### config.mk
export PLATFORM = sky130hd
export DESIGN_NAME = bus_arbiter_rr
export DESIGN_NICKNAME = d
export VERILOG_FILES = /design/src/rtl/bus_arbiter_rr.sv
export SDC_FILE = /design/constraint.sdc
export NUM_CORES = 1
export LEC_CHECK = 0
export BUFFER_PORTS_ARGS = -buffer_cell sky130_fd_sc_hd__buf_2
export CORE_AREA = 10 10 196 198
export CTS_CLUSTER_SIZE = 25
export DETAILED_ROUTE_END_ITERATION = 7
export DIE_AREA = 0 0 206 208
export SYNTH_ARGS = -nofsm -noshare
export SYNTH_HDL_FRONTEND = slang
export SYNTH_SLANG_ARGS = --single-unit
### constraint.sdc
create_clock -name clk -period 2.85 [get_ports clk]
set_input_delay 0.285 -clock clk [delete_from_list [all_inputs] [get_ports clk]]
set_output_delay 0.285 -clock clk [all_outputs]
set_load 0.01 [all_outputs]
### src/rtl/bus_arbiter_rr.sv
// Arbitrates NUM_MST masters onto the single QSPI memory port, fixed or round-robin priority.
// Latency: winner registered in IDLE, slave command pulses the next cycle, completion routed back combinationally.
// Backpressure: one transaction in flight; masters hold level requests until their own completion strobe.
module bus_arbiter_rr #(
  parameter int NUM_MST  = 4,
  parameter int ADR_W    = 32,
  parameter int DAT_W    = 32,
  parameter int ARB_MODE = 1,
  parameter int TMO_CYC  = 0
) (
  input  logic                     clk,
  input  logic                     rst_n,
  input  logic [NUM_MST-1:0]       m_read_req,
  input  logic [NUM_MST-1:0]       m_read_w,
  input  logic [NUM_MST-1:0]       m_read_hw,
  input  logic [NUM_MST*ADR_W-1:0] m_read_adr,
  input  logic [NUM_MST-1:0]       m_write_req,
  input  logic [NUM_MST-1:0]       m_write_w,
  input  logic [NUM_MST-1:0]       m_write_hw,
  input  logic [NUM_MST*ADR_W-1:0] m_write_adr,
  input  logic [NUM_MST*DAT_W-1:0] m_write_data,
  output logic [NUM_MST-1:0]       m_read_valid,
  output logic [NUM_MST-1:0]       m_write_finish,
  output logic [NUM_MST-1:0]       m_bus_err,
  output logic                     read_req,
  output logic                     read_w,
  output logic                     read_hw,
  output logic [ADR_W-1:0]         read_adr,
  output logic                     write_req,
  output logic                     write_w,
  output logic                     write_hw,
  output logic [ADR_W-1:0]         write_adr,
  output logic [DAT_W-1:0]         write_data,
  input  logic                     read_valid,
  input  logic                     write_finish,
  output logic [2:0]               grant_id,
  output logic                     busy,
  output logic                     tmo_flag
);

  // Per-master views are padded to 8 entries so a 3-bit index is always in range.
  localparam int MAXM = 8;

  typedef enum logic [1:0] {ST_IDLE, ST_ISSUE, ST_WAIT} state_t;

  state_t           state_q, state_d;
  logic [2:0]       grant_q, grant_d;
  logic             is_wr_q, is_wr_d;
  logic             sz_w_q, sz_w_d;
  logic             sz_hw_q, sz_hw_d;
  logic [ADR_W-1:0] adr_q, adr_d;
  logic [DAT_W-1:0] dat_q, dat_d;
  logic [2:0]       ptr_q, ptr_d;
  logic [15:0]      cnt_q, cnt_d;
  logic             tmo_flag_q, tmo_flag_d;

  logic [MAXM-1:0]  rreq_a, rw_a, rhw_a, wreq_a, ww_a, whw_a;
  logic [ADR_W-1:0] radr_a [MAXM];
  logic [ADR_W-1:0] wadr_a [MAXM];
  logic [DAT_W-1:0] wdat_a [MAXM];

  assign rreq_a = MAXM'(m_read_req);
  assign rw_a   = MAXM'(m_read_w);
  assign rhw_a  = MAXM'(m_read_hw);
  assign wreq_a = MAXM'(m_write_req);
  assign ww_a   = MAXM'(m_write_w);
  assign whw_a  = MAXM'(m_write_hw);

  for (genvar i = 0; i < MAXM; i++) begin : g_unpack
    if (i < NUM_MST) begin : g_used
      assign radr_a[i] = m_read_adr[i*ADR_W +: ADR_W];
      assign wadr_a[i] = m_write_adr[i*ADR_W +: ADR_W];
      assign wdat_a[i] = m_write_data[i*DAT_W +: DAT_W];
    end else begin : g_pad
      assign radr_a[i] = '0;
      assign wadr_a[i] = '0;
      assign wdat_a[i] = '0;
    end
  end

  logic       found;
  logic [2:0] win;
  logic [3:0] idx;

  // Winner search: from the RR pointer with wrap in round-robin mode, from index 0 in fixed mode.
  always_comb begin
    found = 1'b0;
    win   = '0;
    idx   = '0;
    for (int k = 0; k < NUM_MST; k++) begin
      if (ARB_MODE == 1) idx = {1'b0, ptr_q} + 4'(k);
      else               idx = 4'(k);
      if (idx >= 4'(NUM_MST)) idx = idx - 4'(NUM_MST);
      if (!found && (rreq_a[idx[2:0]] || wreq_a[idx[2:0]])) begin
        found = 1'b1;
        win   = idx[2:0];
      end
    end
  end

  logic in_txn, done_hit, tmo_hit, finish_any;
  logic [NUM_MST-1:0] owner_oh;

  // Only the strobe matching the pending type counts; a real completion beats a same-cycle timeout.
  assign in_txn     = (state_q != ST_IDLE);
  assign done_hit   = in_txn && (is_wr_q ? write_finish : read_valid);
  assign tmo_hit    = (TMO_CYC != 0) && in_txn && !done_hit && (cnt_q == 16'(TMO_CYC));
  assign finish_any = done_hit || tmo_hit;
  assign owner_oh   = {{(NUM_MST-1){1'b0}}, 1'b1} << grant_q;

  // Next-state logic: latch the winner's command in IDLE, hold it through ISSUE/WAIT.
  always_comb begin
    state_d    = state_q;
    grant_d    = grant_q;
    is_wr_d    = is_wr_q;
    sz_w_d     = sz_w_q;
    sz_hw_d    = sz_hw_q;
    adr_d      = adr_q;
    dat_d      = dat_q;
    ptr_d      = ptr_q;
    cnt_d      = '0;
    tmo_flag_d = tmo_flag_q;
    case (state_q)
      ST_IDLE: begin
        if (found) begin
          state_d = ST_ISSUE;
          grant_d = win;
          is_wr_d = wreq_a[win];
          if (wreq_a[win]) begin
            sz_w_d  = ww_a[win];
            sz_hw_d = whw_a[win];
            adr_d   = wadr_a[win];
            dat_d   = wdat_a[win];
          end else begin
            sz_w_d  = rw_a[win];
            sz_hw_d = rhw_a[win];
            adr_d   = radr_a[win];
            dat_d   = '0;
          end
          if (ARB_MODE == 1) ptr_d = (win == 3'(NUM_MST-1)) ? 3'd0 : win + 3'd1;
        end
      end
      ST_ISSUE, ST_WAIT: begin
        state_d = ST_WAIT;
        if (TMO_CYC != 0) cnt_d = cnt_q + 16'd1;
        if (finish_any) begin
          state_d = ST_IDLE;
          cnt_d   = '0;
        end
        if (tmo_hit) tmo_flag_d = 1'b1;
      end
      default: state_d = ST_IDLE;
    endcase
  end

  // State and command registers; reset drops everything including any in-flight transaction.
  always_ff @(posedge clk or negedge rst_n) begin
    if (!rst_n) begin
      state_q    <= ST_IDLE;
      grant_q    <= '0;
      is_wr_q    <= 1'b0;
      sz_w_q     <= 1'b0;
      sz_hw_q    <= 1'b0;
      adr_q      <= '0;
      dat_q      <= '0;
      ptr_q      <= '0;
      cnt_q      <= '0;
      tmo_flag_q <= 1'b0;
    end else begin
      state_q    <= state_d;
      grant_q    <= grant_d;
      is_wr_q    <= is_wr_d;
      sz_w_q     <= sz_w_d;
      sz_hw_q    <= sz_hw_d;
      adr_q      <= adr_d;
      dat_q      <= dat_d;
      ptr_q      <= ptr_d;
      cnt_q      <= cnt_d;
      tmo_flag_q <= tmo_flag_d;
    end
  end

  assign busy       = in_txn;
  assign grant_id   = grant_q;
  assign tmo_flag   = tmo_flag_q;

  assign read_req   = (state_q == ST_ISSUE) && !is_wr_q;
  assign read_w     = !is_wr_q && sz_w_q;
  assign read_hw    = !is_wr_q && sz_hw_q;
  assign read_adr   = is_wr_q ? '0 : adr_q;

  assign write_req  = (state_q == ST_ISSUE) && is_wr_q;
  assign write_w    = is_wr_q && sz_w_q;
  assign write_hw   = is_wr_q && sz_hw_q;
  assign write_adr  = is_wr_q ? adr_q : '0;
  assign write_data = is_wr_q ? dat_q : '0;

  assign m_read_valid   = (!is_wr_q && finish_any) ? owner_oh : '0;
  assign m_write_finish = ( is_wr_q && finish_any) ? owner_oh : '0;
  assign m_bus_err      = tmo_hit ? owner_oh : '0;

endmodule

# Word-level counts from Yosys, hierarchy flattened
# Cells that the tools add are included.
# op_classes
n_addsub	8
n_lt_le_gt_ge	10
eq_ne	4
shift	1
mux	61
bitwise	1
n_reduce_logical	24
# op_table
operator	n
$mux 32	11
$bmux 32 s3	3
$bmux 1 s3	13
$mux 3	9
$lt 3x4->1 const B	5
$mux 1	20
$ge 4x3->1 const B	3
$logic_and 1x1->1	12
$sub 3x3->3 const B	4
$add 3x2->4 const B	2
$mux 4	2
$add 3x1->4 const B	1
$ge 4x4->1 const B	1
$logic_not 1->1	4
$logic_or 1x1->1	4
$mux 2	2
$not 3->4	1
$pmux 2 s2	1
$shl 1x3->4 const A	1
$add 3x1->3 const B	1
$eq 3x2->1 const B	1
$ge 3x3->1 const B	1
$eq 2x1->1 const B	1
$eq 2x2->1 const B	1
other kinds (5)	5
# totals
register_bits	75
in_bits	412
output_inout_bits	119
wordCells	117

# Logic depth before layout (Yosys ltp)
# Gate-level depths: netlist of run 1.
# logic_depth
depth_word	20
mapped_depth	13
mapped_depth_nobuf	10

# Worst setup path after synthesis of run 1
# No wires, ideal clock.
# synth_path
path_type	register -> register
from	register ptr_q[0]
to	register dat_q[10]
setup_time_ns	0.121
t_arrival_ns	2.977
required_ns	2.729
setup_slack_ns	-0.248
path_stages_with_launch	13
n_path_buf	2
period_less_slack_ns	3.098
cell_sequence	dfrtp_1 -> buf_2 -> inv_1 -> ha_1 -> inv_1 -> mux4_2 -> a21oi_2 -> a41oi_4 -> clkinv_2 -> mux2i_1 -> o22ai_4 -> buf_6 -> a22o_1
# synth_via
elab_chain_len	20
word_cells_on_any_way	57
classes_between	add/sub (7); order compare (4); mux (34); bitwise (1); reduce/logical (11)
# synth_rtl
item	line	source
start, declared	53	logic [2:0] ptr_q, ptr_d;
start signal, assigned	177	ptr_q <= ptr_d;
parallel branches: the longest is 20 deep, another holds $add 3x1->4	-	
end signal, assigned	176	dat_q <= dat_d;
end, declared	52	logic [DAT_W-1:0] dat_q, dat_d;
# Parallel ways; which one is timed is not known. The select of a mux whose other input is x is not followed.
# A chain may end at the register's enable or synchronous reset.

# Final worst setup path of run 1
# layout_path
from	register ptr_q[0]
to	register dat_q[9]
# Same word-level chain as after synthesis.

==> results of run 1 <==
==> power by group <==
part	internal, mW	leakage, nW	total (mW)	switching, mW
combinational	3.85	4.65	8.50	4.65
clock	0.768	0.152	1.32	0.551
sequential	1.57	0.946	1.94	0.375
total	6.19	5.74	11.8	5.57
==> metrics by stage <==
stage	utilization, %	instances	worst slack (ns)	area (sq um)
after floorplan	-	868	0.00230	7200
after CTS	31.5	1823	0.00452	10800
after detailed placement	30.5	1807	-0.00317	10500
after global placement	30.5	1807	0.0335	10500
final	33.0	1847	0.0158	11400
after global routing	33.0	1847	-0.0832	11400
==> state kept, by name, summed over array words and instances, names as in the netlist <==
signal and flops:
dat_q 32, state_q 2, sz_w_q 1, sz_hw_q 1
is_wr_q 1, grant_id 3, ptr_q 3, adr_q 32
==> synth_stat cells (all sizes together) (7+ instances only) <==
| cell | instances |
|---|---|
| ha | 7 |
| a211o | 35 |
| inv | 7 |
| a22o | 32 |
| a32oi | 32 |
| buf | 38 |
| nor2b | 105 |
| clkbuf | 58 |
| a211oi | 136 |
| and2 | 70 |
| nor2 | 9 |
| a21oi | 33 |
| dfrtp | 75 |
| nand2 | 107 |
| mux2i | 71 |
==> layer usage <==
metal	up-vias	track usage [%]	routed length, microns
li1	4226	-	-
met2	391	29.4	20700
met1	4247	19.9	16300
met3	41	3.98	2690
met5	-	0	12
met4	2	4.32	687
==> tightest hold or removal path: cells and delay by family <==
family	cells	cell delay, ns
AOI/OAI and AO/OA	1	0.06
buffers and inverters	1	0.08
and+or+nand+nor	2	0.13
==> placed cells by master (no fill, tap or decap), drive strengths merged, types with 3 or more instances in the layout <==
cell    instances
a211o          35
a211oi        136
a21oi          33
a22o           32
a32oi          32
and2           70
buf           595
clkbuf         15
clkinv          3
conb            5
dfrtp          75
diode           3
ha              7
inv             8
mux2i          71
nand2         107
nand2b          6
nor2            9
nor2b         105
nor3            4
o21ai           6
or2             6
or3             3
==> what timing repair did <==
action	CTS	global route
pin swaps	0	12
hold buffers	1	0
gates resized for setup	1	53
endpoints found under the setup margin	1	68
cloned	0	6
buffers inserted	0	15
hold endpoints to repair	36	0
==> worst min-delay path by stage <==
stage / from / to / slack, ns / cells after the start
after floorplan: rst_n / adr_q[0]$_DFFE_PN0P_ / -0.01 / 0
after global placement: rst_n / dat_q[24]$_DFFE_PN0P_ / 0.33 / 1
after detailed placement: rst_n / dat_q[24]$_DFFE_PN0P_ / 0.33 / 1
after CTS: write_finish / state_q[1]$_DFFE_PN0P_ / 0.24 / 4
after global routing: write_finish / state_q[1]$_DFFE_PN0P_ / 0.29 / 4
final: write_finish / state_q[1]$_DFFE_PN0P_ / 0.25 / 4
==> layout make-up <==
class	count	area, sq um	area share, %
multi-input cells	689	5040	44.4
repair buffers	602	3510	30.9
flip-flops and latches	75	1880	16.6
well taps	455	569	5.01
clock buffers	9	225	1.98
clock inverters	6	90.1	0.793
inverters	8	37.5	0.331
diodes	3	7.51	0.0661
==> cells by family (layout without fill, tap and decap cells) <==
family,after synthesis,in the layout
other cells,1,8
flops,75,75
compound gates,287,287
buf+inv,104,625
simple gates,316,316
mux,74,74
fa+ha+maj,7,7
==> impl_metrics.csv, run 1 <==
group,metric,value,unit
critical_path,worstReg2RegEnd,"dat_q[9]$_DFFE_PN0P_",
critical_path,path_delay_family,"compound AO/OA/AOI/OAI gates",
synth,synth_top_area_share,26.3,%
die,die_h,208,microns
critical_path,ff2ff_setup_slack,0.02,ns
drt,ant_nets,0,
critical_path,critPathRequiredTime,3.08,ns
synth,synth_edf_count,0,
critical_path,crit_top_cell,"buf_12",
power,power-per-cell-area,1040,mW/mm^2
synth,async_flop_share,100,%
critical_path,worstPathMaxFanout,26,
critical_path,ff2ff_path_depth,11,
critical_path,worst_path_max_delay_cell,"mux4_2",
clock_tree,cts_tree,"done",
clock_tree,clockBufferDepth,2,
sta,finalMaxSlewViolations,0,
critical_path,worst-path-stages,11,
placement,gp_congestion,0.911,
critical_path,setup.worst_path.start,"ptr_q[0]$_DFFE_PN0P_",
drt,first_pass_iters,6,
synth,post-synth-top-area-cell,"dfrtp_1",
die,start_util,20.8,%
hold_path,hold_class,"in -> reg",
critical_path,path_class,"reg -> reg",
global_route,grt_pass1_wl,56.0,mm
clock_tree,cts_buffers,9,
sta,hold_viol_final,0,
die,io_pins,531,
synth,yosys-top-cells-area,"dfrtp_1 (26%), a211oi_1 (14%), mux2i_1 (9.9%), nor2b_1 (9.2%), and2_1 (6.1%)",
power,p_total,11.8,mW
synth,syn_area_per_cell,8.27,sq um
clock_tree,clk_latency,0.35,ns
die,placementRows,68,
synth,syn_area,0.00715,sq mm
sta,finalCriticalPeriod,2.83,ns
die,die_width,206,microns
sta,fin_setup_tns,0,ns
critical_path,setup.worst_path.end,"dat_q[9]$_DFFE_PN0P_",
drt,num_vias,8907,
placement,post-dp-hpwl,31.0,mm
drt,routed_wl,40.4,mm
sta,rsz0062_at_grt,"yes",
synth,synth_fa_ha_area_share,1.23,%
synth,yosys-mux-area-fraction,10.7,%
sta,finClkSkew,0.0197,ns
power,irDropWorstVdd,0.000473,V
global_route,grt_pass1_vias,9273,
synth,synth_top_family_by_area,"compound AO/OA/AOI/OAI gates",
clock_tree,htree_levels,3,
clock_tree,clock-sinks,75,
drt,drc,0,
drt,drt_iter0_drc,590,
sta,tightest_slew,0.800,ns
final_layout,syn_to_final_growth,58.8,%
clock_tree,clk_root_buffer_cell,"clkbuf_16",
synth,yosysSeqAreaShare,26.3,%
flow_run,cap_violations,0,
status,status,"finished, final reports clean",
power,power_leakage,5.74,nW
global_route,grt_overflow_total,0,
synth,synthSimpleGateAreaFrac,23.5,%
sta,holdWs,0.252,ns
die,die-area,0.0428,sq mm
final_layout,nets,1804,
critical_path,timing.rr.start,"ptr_q[0]$_DFFE_PN0P_",
drt,avgRoutedWirePerCell,21.9,microns
critical_path,cpPeakStageDelay,0.57,ns
drt,via_per_inst,4.82,
synth,yosysUniqueCellTypes,43,
sta,finalSetupViolCount,0,
synth,synth_compound_area_share,31.2,%
synth,ys_ff_latch,75,
critical_path,critical_path.cell_chain,"inv_2 > ha_4 > inv_4 > mux4_2 > a21oi_4 > a41oi_4 > buf_12 > buf_12 > a21oi_1 > a32oi_1 > a22o_1",
final_layout,drive_above_1_share,48.2,%
synth,yosys_warnings,0,
critical_path,start_kind,"register",
critical_path,arrival,3.07,ns
global_route,grt_max_degree,67,
sta,fin_crit_sh,99.4,%
clock_tree,cts.clk_slew.worst_paths,0.07,ns
die,core_area,0.0344,sq mm
sta,fmax,353,MHz
synth,ys_dominant_reg_cell,"dfrtp_1",
synth,synth_cells,864,
placement,io_buffers,525,
global_route,track_usage,16.8,%
critical_path,path_buf_inv,4,
synth,synthXorXnorAreaFrac,0,%
final_layout,n_fill_cell,3734,
sta,slew_headroom,46.7,%
global_route,antenna_found_initial,4,
critical_path,cp-end-kind,"register",
Note: power is estimated with default switching activity, not from simulation.
==> inputs of run 2 (changes only) <==
--- a/config.mk
+++ b/config.mk
@@ -10,6 +10,7 @@
 export CTS_CLUSTER_SIZE = 25
 export DETAILED_ROUTE_END_ITERATION = 7
 export DIE_AREA = 0 0 206 208
+export PLACE_DENSITY = 0.52
 export SYNTH_ARGS = -nofsm -noshare
 export SYNTH_HDL_FRONTEND = slang
 export SYNTH_SLANG_ARGS = --single-unit
==> impl_metrics.csv, run 2 (same netlist as run 1, synthesis figures left out) <==
group,metric,value,unit
placement,dp_slack,0.00688,ns
placement,place_inst,1813,
die,die_h,208,microns
drt,num_vias,8881,
global_route,grt_overflow_total,0,
placement,post-dp-hpwl,31.6,mm
die,die-area,0.0428,sq mm
critical_path,ff2ff_path_depth,12,
final_layout,syn_to_final_growth,58.7,%
die,start_util,20.8,%
critical_path,cpPeakStageDelay,0.56,ns
global_route,track_usage,16.9,%
sta,slew_headroom,47.3,%
final_layout,final_cells,1852,
placement,gp_congestion,0.890,
clock_tree,cts_buffers,9,
clock_tree,cts.clk_slew.worst_paths,0.07,ns
sta,fin_ws,-0.00494,ns
global_route,antenna_found_initial,7,
drt,drt_iter0_drc,554,
global_route,grt_util_met1,19.9,%
critical_path,worstPathMaxFanout,7,
final_layout,post-route-util,33.0,%
status,status,"complete, but fails checks",
drt,ant_nets,0,
clock_tree,clk_latency,0.34,ns
drt,via_per_inst,4.80,
power,power-per-cell-area,1030,mW/mm^2
die,placementRows,68,
sta,tightest_slew,0.791,ns
global_route,grt_max_degree,74,
sta,finalCriticalPeriod,2.85,ns
sta,hold_viol_final,0,
power,power_leakage,5.75,nW
drt,avgRoutedWirePerCell,21.6,microns
critical_path,start_kind,"register",
drt,first_pass_iters,5,
hold_path,hold_class,"in -> reg",
sta,fin_crit_sh,100,%
clock_tree,clock-sinks,75,
sta,finalMaxSlewViolations,0,
power,irDropWorstVdd,0.000415,V
global_route,gr-usage-met2,29.8,%
global_route,busiest_layer,"met2",
power,p_total,11.7,mW
die,io_pins,531,
critical_path,arrival,3.08,ns
global_route,use_met3,3.78,%
clock_tree,cts_tree,"done",
critical_path,path_class,"reg -> reg",
clock_tree,htree_levels,3,
die,core_area,0.0344,sq mm
global_route,grt_pass1_wl,56.5,mm
final_layout,drive_above_1_share,47.6,%
die,die_width,206,microns
critical_path,cp-end-kind,"register",
flow_run,cap_violations,0,
status,violations,"negative setup slack",
placement,io_buffers,525,
final_layout,layout_common_cells,"buf_2 (524), a211oi_1 (116), nand2_1 (107)",
sta,fmax,350,MHz
sta,finClkSkew,0.0130,ns
drt,routed_wl,40.0,mm
final_layout,final_common_cell,"buf_2",
final_layout,nets,1805,
final_layout,n_fill_cell,3754,
clock_tree,clockBufferDepth,2,
clock_tree,clk_root_buffer_cell,"clkbuf_16",
sta,rsz0062_at_grt,"yes",
sta,finalSetupViolCount,3,
critical_path,critical_path.cell_chain,"inv_2 > ha_4 > inv_4 > mux4_2 > a21oi_2 > a41oi_4 > clkinv_4 > mux2i_2 > o22ai_4 > buf_12 > clkbuf_16 > a22o_1",
critical_path,worst_path_max_delay_cell,"mux4_2",
hold_path,hold_depth,4,
global_route,grt_pass1_vias,9214,
drt,drc,0,
critical_path,critPathRequiredTime,3.08,ns
final_layout,largestRegisters,"adr_q: 32 flops, dat_q: 32 flops",
run 2: changes by cell type in the layout (fill, tap and decap cells not counted), moves of 2 or more:
cell,delta
a21oi_1,-3
buf_4,-4
a211oi_2,-11
buf_6,-2
diode_2,+3
buf_8,+5
a211oi_1,+11
a21oi_2,+4
buf_12,+2
run 2: area by class of cell:
class / count / area [sq um] / area share, %
inverters: 8 / 37.5 / 0.331
diodes: 6 / 15.0 / 0.132
clock buffers: 11 / 243 / 2.14
repair buffers: 603 / 3570 / 31.5
clock inverters: 5 / 57.6 / 0.508
multi-input cells: 689 / 4970 / 43.9
well taps: 455 / 569 / 5.02
flip-flops and latches: 75 / 1880 / 16.6
run 2: repair_timing:
item                                   CTS  global route
endpoints found under the hold margin   38             0
gates cloned                             0            10
hold buffers                             1             0
pin swaps                                0            55
setup endpoints to repair                8            67
resized for setup                        2            48
buffers inserted                         0             7
run 2: where the power goes:
group | internal (mW) | switching (mW) | total, mW
combinational | 3.96 | 4.57 | 8.53
clock | 0.708 | 0.512 | 1.22
sequential | 1.57 | 0.360 | 1.93
total | 6.24 | 5.44 | 11.7
run 2: per-layer routing:
| layer | share of wire [%] | vias up |
|---|---|---|
| met1 | 40 | 4239 |
| met4 | 2.0 | 2 |
| met5 | 0.027 | - |
| met2 | 51 | 348 |
| li1 | - | 4248 |
| met3 | 6.3 | 44 |
run 2: path summary, 6_finish.rpt:
kind	start	end	slack, ns
setup reg to reg	ptr_q[0]$_DFFE_PN0P_	dat_q[6]$_DFFE_PN0P_	-0.005
setup / recovery	ptr_q[0]$_DFFE_PN0P_	dat_q[6]$_DFFE_PN0P_	-0.005
hold reg to reg	dat_q[31]$_DFFE_PN0P_	dat_q[31]$_DFFE_PN0P_	0.49
min in group asynchronous	rst_n	dat_q[24]$_DFFE_PN0P_	0.52
max in group asynchronous	rst_n	adr_q[7]$_DFFE_PN0P_	1.62
hold / removal	write_finish	state_q[1]$_DFFE_PN0P_	0.25
run 2: worst max-delay path: cells and delay by family (launching register included):
| family | cells | cell delay (ns) |
|---|---|---|
| buf+inv | 5 | 0.60 |
| fa+ha+maj | 1 | 0.21 |
| compound gates | 4 | 0.67 |
| mux | 2 | 0.85 |
| flops | 1 | 0.41 |
run 2: metrics by stage:
stage          hold WS (ns)  TNS (ns)  cell area, sq um
2_1_floorplan       -0.0106         0              7200
3_3_place_gp          0.326         0             10500
3_5_place_dp          0.333         0             10500
4_1_cts               0.232         0             10800
5_1_grt               0.311     -3.07             11300
6_report              0.253   -0.0137             11300
